$ cat config.mk
export PLATFORM = sky130hd
export DESIGN_NAME = phase_sequencer
export DESIGN_NICKNAME = d
export VERILOG_FILES = /design/src/rtl/seq_pkg.sv /design/src/rtl/dwell_timer.sv /design/src/rtl/phase_sequencer.sv
export SDC_FILE = /design/constraint.sdc
export NUM_CORES = 1
export LEC_CHECK = 0
export ABC_AREA = 1
export CAP_MARGIN = 5
export CORE_UTILIZATION = 45
export CTS_CLUSTER_SIZE = 28
export DETAILED_ROUTE_END_ITERATION = 10
export PLACE_DENSITY = 0.73
export SLEW_MARGIN = 20
export SYNTH_ARGS = -nofsm -noshare
export SYNTH_HDL_FRONTEND = slang
export SYNTH_SLANG_ARGS = --single-unit
$ cat constraint.sdc
create_clock -name clk_2 -period 2.1 [get_ports clk_2]
set_input_delay 0.525 -clock clk_2 [delete_from_list [all_inputs] [get_ports clk_2]]
set_output_delay 0.525 -clock clk_2 [all_outputs]
set_load 0.01 [all_outputs]
$ cat src/rtl/seq_pkg.sv
// Shared types and helpers for the phase sequencer.
package seq_pkg;

  typedef enum logic [1:0] {
    S_IDLE,
    S_RUN,
    S_HOLD,
    S_DONE
  } seq_state_t;

  // Widest dwell entry the helper accepts; dwell entries are zero-extended into it.
  localparam int DWELL_MAX_W = 16;

  // A programmed dwell of zero still occupies one cycle.
  function automatic logic [DWELL_MAX_W-1:0] dwell_eff(input logic [DWELL_MAX_W-1:0] d);
    return (d == '0) ? DWELL_MAX_W'(1) : d;
  endfunction

endpackage

$ cat src/rtl/dwell_timer.sv
// Per-phase cycle counter: clears on request, counts when enabled, and
// flags the last cycle of the current dwell.
module dwell_timer #(
  parameter int CNT_W = 4
) (
  input  logic             clk_2,
  input  logic             reset,
  input  logic             clr,
  input  logic             en,
  input  logic [CNT_W-1:0] limit,   // effective dwell, always >= 1
  output logic [CNT_W-1:0] count,
  output logic             expire
);

  logic [CNT_W-1:0] count_d, count_q;

  // Next count: clear wins over enable; otherwise hold.
  always_comb begin
    // NOTE: every always_comb output gets a default first so no path leaves it unassigned (no latch).
    count_d = count_q;
    if (clr)     count_d = '0;
    else if (en) count_d = count_q + CNT_W'(1);
  end

  // Count register with synchronous reset.
  always_ff @(posedge clk_2) begin
    // NOTE: sequential state uses non-blocking assignments so all flops update from pre-edge values.
    if (reset) count_q <= '0;
    else       count_q <= count_d;
  end

  assign count  = count_q;
  assign expire = (count_q == limit - CNT_W'(1));

endmodule

$ cat src/rtl/phase_sequencer.sv
// Multi-phase timed sequencer: walks NPHASES phases, each held for its
// dwell count, in cyclic or one-shot mode with start/stop/hold/skip.
module phase_sequencer
  import seq_pkg::*;
#(
  parameter int NPHASES = 2,
  parameter int CNT_W   = 4,
  parameter logic [NPHASES-1:0][CNT_W-1:0] DWELL = {4'd3, 4'd4},
  localparam int PH_W = (NPHASES > 1) ? $clog2(NPHASES) : 1
) (
  input  logic               clk_2,
  input  logic               reset,
  input  logic               start,
  input  logic               stop,
  input  logic               hold,
  input  logic               skip,
  input  logic               oneshot,
  output logic [PH_W-1:0]    phase,
  output logic [NPHASES-1:0] phase_oh,
  output logic [CNT_W-1:0]   count,
  output logic               busy,
  output logic               phase_start,
  output logic               wrap,
  output logic               done
);

  localparam logic [PH_W-1:0] LAST_PHASE = PH_W'(NPHASES - 1);

  seq_state_t         state_d, state_q;
  logic [PH_W-1:0]    phase_d, phase_q;
  logic [NPHASES-1:0] phase_oh_d, phase_oh_q;
  logic               mode_d, mode_q;          // 1 = one-shot
  logic               busy_d, busy_q;
  logic               phase_start_d, phase_start_q;
  logic               wrap_d, wrap_q;
  logic               done_d, done_q;

  logic               tmr_clr, tmr_en, tmr_expire;
  logic [CNT_W-1:0]   dwell_cur;

  assign dwell_cur = CNT_W'(dwell_eff(DWELL_MAX_W'(DWELL[phase_q])));

  dwell_timer #(.CNT_W(CNT_W)) u_timer (
    .clk_2  (clk_2),
    .reset  (reset),
    .clr    (tmr_clr),
    .en     (tmr_en),
    .limit  (dwell_cur),
    .count  (count),
    .expire (tmr_expire)
  );

  // Next state and next registered outputs; priority stop > start > hold > skip/expiry.
  always_comb begin
    state_d       = state_q;
    phase_d       = phase_q;
    mode_d        = mode_q;
    tmr_clr       = 1'b0;
    tmr_en        = 1'b0;
    phase_start_d = 1'b0;
    wrap_d        = 1'b0;

    if (stop) begin
      state_d = S_IDLE;
      phase_d = '0;
      tmr_clr = 1'b1;
    end else if (start) begin
      state_d       = S_RUN;
      phase_d       = '0;
      mode_d        = oneshot;
      tmr_clr       = 1'b1;
      phase_start_d = 1'b1;
    end else begin
      case (state_q)
        S_RUN: begin
          if (hold) begin
            state_d = S_HOLD;
          end else if (tmr_expire || skip) begin
            tmr_clr = 1'b1;
            if (phase_q != LAST_PHASE) begin
              phase_d       = phase_q + PH_W'(1);
              phase_start_d = 1'b1;
            end else if (mode_q) begin
              state_d = S_DONE;
            end else begin
              phase_d       = '0;
              phase_start_d = 1'b1;
              wrap_d        = 1'b1;
            end
          end else begin
            tmr_en = 1'b1;
          end
        end
        S_HOLD: begin
          if (!hold) state_d = S_RUN;
        end
        default: ;
      endcase
    end

    busy_d     = (state_d == S_RUN) || (state_d == S_HOLD);
    done_d     = (state_d == S_DONE);
    phase_oh_d = (state_d == S_IDLE) ? '0 : (NPHASES'(1) << phase_d);
  end

  // State and output registers with synchronous reset.
  always_ff @(posedge clk_2) begin
    if (reset) begin
      state_q       <= S_IDLE;
      phase_q       <= '0;
      phase_oh_q    <= '0;
      mode_q        <= 1'b0;
      busy_q        <= 1'b0;
      phase_start_q <= 1'b0;
      wrap_q        <= 1'b0;
      done_q        <= 1'b0;
    end else begin
      state_q       <= state_d;
      phase_q       <= phase_d;
      phase_oh_q    <= phase_oh_d;
      mode_q        <= mode_d;
      busy_q        <= busy_d;
      phase_start_q <= phase_start_d;
      wrap_q        <= wrap_d;
      done_q        <= done_d;
    end
  end

  assign phase       = phase_q;
  assign phase_oh    = phase_oh_q;
  assign busy        = busy_q;
  assign phase_start = phase_start_q;
  assign wrap        = wrap_q;
  assign done        = done_q;

endmodule
==> impl_metrics.toml <==
[outcome]
status = "completed"

[sta]
setup_viol = 0
finClkSkew_ns = 0.00436
finalHoldViolCount = 0
fmax_ghz = 0.551
worst_slack_ns = 0.284
finalCriticalPeriod_ns = 1.82
fin_tns_setup_ns = 0
min_period_over_period_pct = 86.5
rsz0062_at_grt = "no"
drv_slew = 0
worst_pin_slew_ns = 0.211
relSlewSlack_pct = 85.9

[place]
place.gp.congestion = 0.782
portBuffers = 17
place_ws_ns = 0.0192
hpwl_um = 1130

[setup_path]
cp-start-kind = "flip-flop"
worstPathArrival_ns = 1.29
crit_fanout = 6
crit_type = "flip-flop to primary output"
worstPathRequired_ns = 1.57
reg2reg_slack_ns = 0.46
cp-end-kind = "primary output"
critical_path.top_delay_family = "buffers and inverters"
slowest_stage = "clkdlybuf4s50_1"
max_stage_delay_ns = 0.57
path_cells = "clkdlybuf4s50_1"
path_buf_inv = 1

[grt]
antenna_found_initial = 0
grt_max_degree = 9
grt.overflow.total = 0
grt_usage_pct = 18.3
first_global_vias = 626
grt_pass1_wl_um = 2530

[synthesis]
synth_area_sq_um = 744
synth_top_family_by_area = "simple AND/OR/NAND/NOR gates"
syn-mean-instance-area_sq_um = 7.02
yosys-top-cells-area = "dfxtp_1 (38%), nand2_1 (14%), ha_1 (8.4%)"
netlist_instances = 106
synth_area_leader_cell = "dfxtp_1"
synth_nets = 118
synth-warning-count = 0
synth_compound_area_share_pct = 8.40
synth_top_area_share_pct = 37.6
ys_seq_area_share_pct = 37.6
synth-seq-cells = 14
synth-xor-area-share_pct = 2.35
synth_mux_area_share_pct = 0
synthAdderAreaFrac_pct = 8.40
ys_types = 19
synthSimpleGateAreaFrac_pct = 31.9

[cells_and_area]
area_growth_pct = 34.5
layout-drive-gt1-share_pct = 17.6
final_net_count = 144
post-route-util_pct = 65.7
fillers = 136
diodes = 0

[power]
ir_drop_mv = 0.455
p_leak_uw = 0.000482
p_per_area_nw_per_um2 = 534

[die]
die_w_um = 42.7
die_area_sq_um = 1820
core_sq_um = 1520
rows = 14
initial_core_util_pct = 48.9
die_h_um = 42.7
pin_count = 18

[cts]
cts_made_buffers = 3
holdBufCountCts = 0
postCtsResizedCells = 0
clock-sinks = 14
cts_tree = "yes"
cts_buffer_depth = 2
clock_latency_ns = 0.29
path_clk_slew_ns = 0.08
cts_root_buf = "clkbuf_4"
post_cts_buffers = 0
htreeDepth = 1

[route]
drt_iter0_markers = 3
drc = 0
drtAntennaViolNets = 0
avgViaCountPerCell = 4.71
first_pass_iters = 4
vias = 692
post_drt_wl_per_cell_um = 9.46
postRouteWirelength_um = 1390

[min_path]
hold_path.class = "flip-flop to flip-flop"

[flow_run]
maxCapViolCount = 0
[flip-flops by register name, indices dropped and copies added (netlist names)]
name	flops
phase	1
mode_q	1
done	1
wrap	1
busy	1
u_timer.count	4
phase_oh	2
phase_start	1
state_q	2
[area by class of cell]
cell class	instances	area [sq um]	share of cell area, %
clock buffer	4	36.3	3.62
inverter	22	83.8	8.38
multi-input combinational	70	380	38.0
sequential	14	280	28.0
tap	16	20.0	2.00
timing repair buffer	21	200	20.0
[kinds of logic (layout without fill, tap and decap cells)]
family                     count (synthesis)  in the layout
and+or+nand+nor                           51             51
buffers and inverters                     22             47
DFF                                       14             14
AOI/OAI and AO/OA                         12             12
adders and majority gates                  5              5
xor gates and xnor gates                   2              2
[final timing paths]
kind,to,from,cells past startpoint
max,count[0],u_timer.count[0]$_SDFFE_PP0P_,1
min,u_timer.count[3]$_SDFFE_PP0P_,u_timer.count[3]$_SDFFE_PP0P_,2
max reg2reg,busy$_SDFF_PP0_,state_q[0]$_SDFF_PP0_,10
min reg2reg,u_timer.count[3]$_SDFFE_PP0P_,u_timer.count[3]$_SDFFE_PP0P_,2
[layer usage]
metal | vias to the layer above | track usage (%) | part of all wire [%]
met3 | 5 | 4.26 | 5.3
met5 | - | 0 | 0
met4 | 0 | 9.38 | 2.7
li1 | 375 | - | -
met1 | 293 | 22.6 | 44
met2 | 19 | 29.4 | 48
[synth_stat cells]
| cell | instances |
|---|---|
| o21ai_0 | 1 |
| inv_1 | 16 |
| o31ai_1 | 1 |
| nor2_2 | 1 |
| clkinv_2 | 1 |
| nor2_1 | 9 |
| inv_2 | 5 |
| nand2_2 | 5 |
| ha_1 | 5 |
| or2_1 | 1 |
| a21oi_1 | 10 |
| nor2_4 | 1 |
| dfxtp_1 | 14 |
| nand4_2 | 1 |
| nand3_2 | 1 |
| nor3_1 | 1 |
| nand2_1 | 27 |
| nand3_1 | 4 |
| xor2_1 | 2 |
[per-stage QoR]
stage	total power [uW]	cell area, sq um	std cells	hold WS, ns
2_1_floorplan	310	744	106	0.457
3_3_place_gp	343	965	143	0.481
3_5_place_dp	344	965	143	0.491
4_1_cts	539	1000	147	0.505
5_1_grt	559	1000	147	0.551
6_report	534	1000	147	0.498
[placed cells by master (no fill, tap or decap), drive strengths merged]
master         count
buf                4
nor3               1
inv               21
clkdlybuf4s50     17
clkbuf             4
o31ai              1
nand4              1
nand3              5
dfxtp             14
or2                1
a21oi             10
clkinv             1
xor2               2
ha                 5
nor2              11
nand2             32
o21ai              1
[power breakdown]
part | switching (uW) | leakage (uW) | total, uW | internal (uW)
clock network | 91.3 | 0.0000210 | 197 | 106
registers | 2.54 | 0.000114 | 273 | 271
logic | 31.7 | 0.000347 | 64.0 | 32.4
total | 125 | 0.000482 | 534 | 409
(Power assumes the default switching activity.)
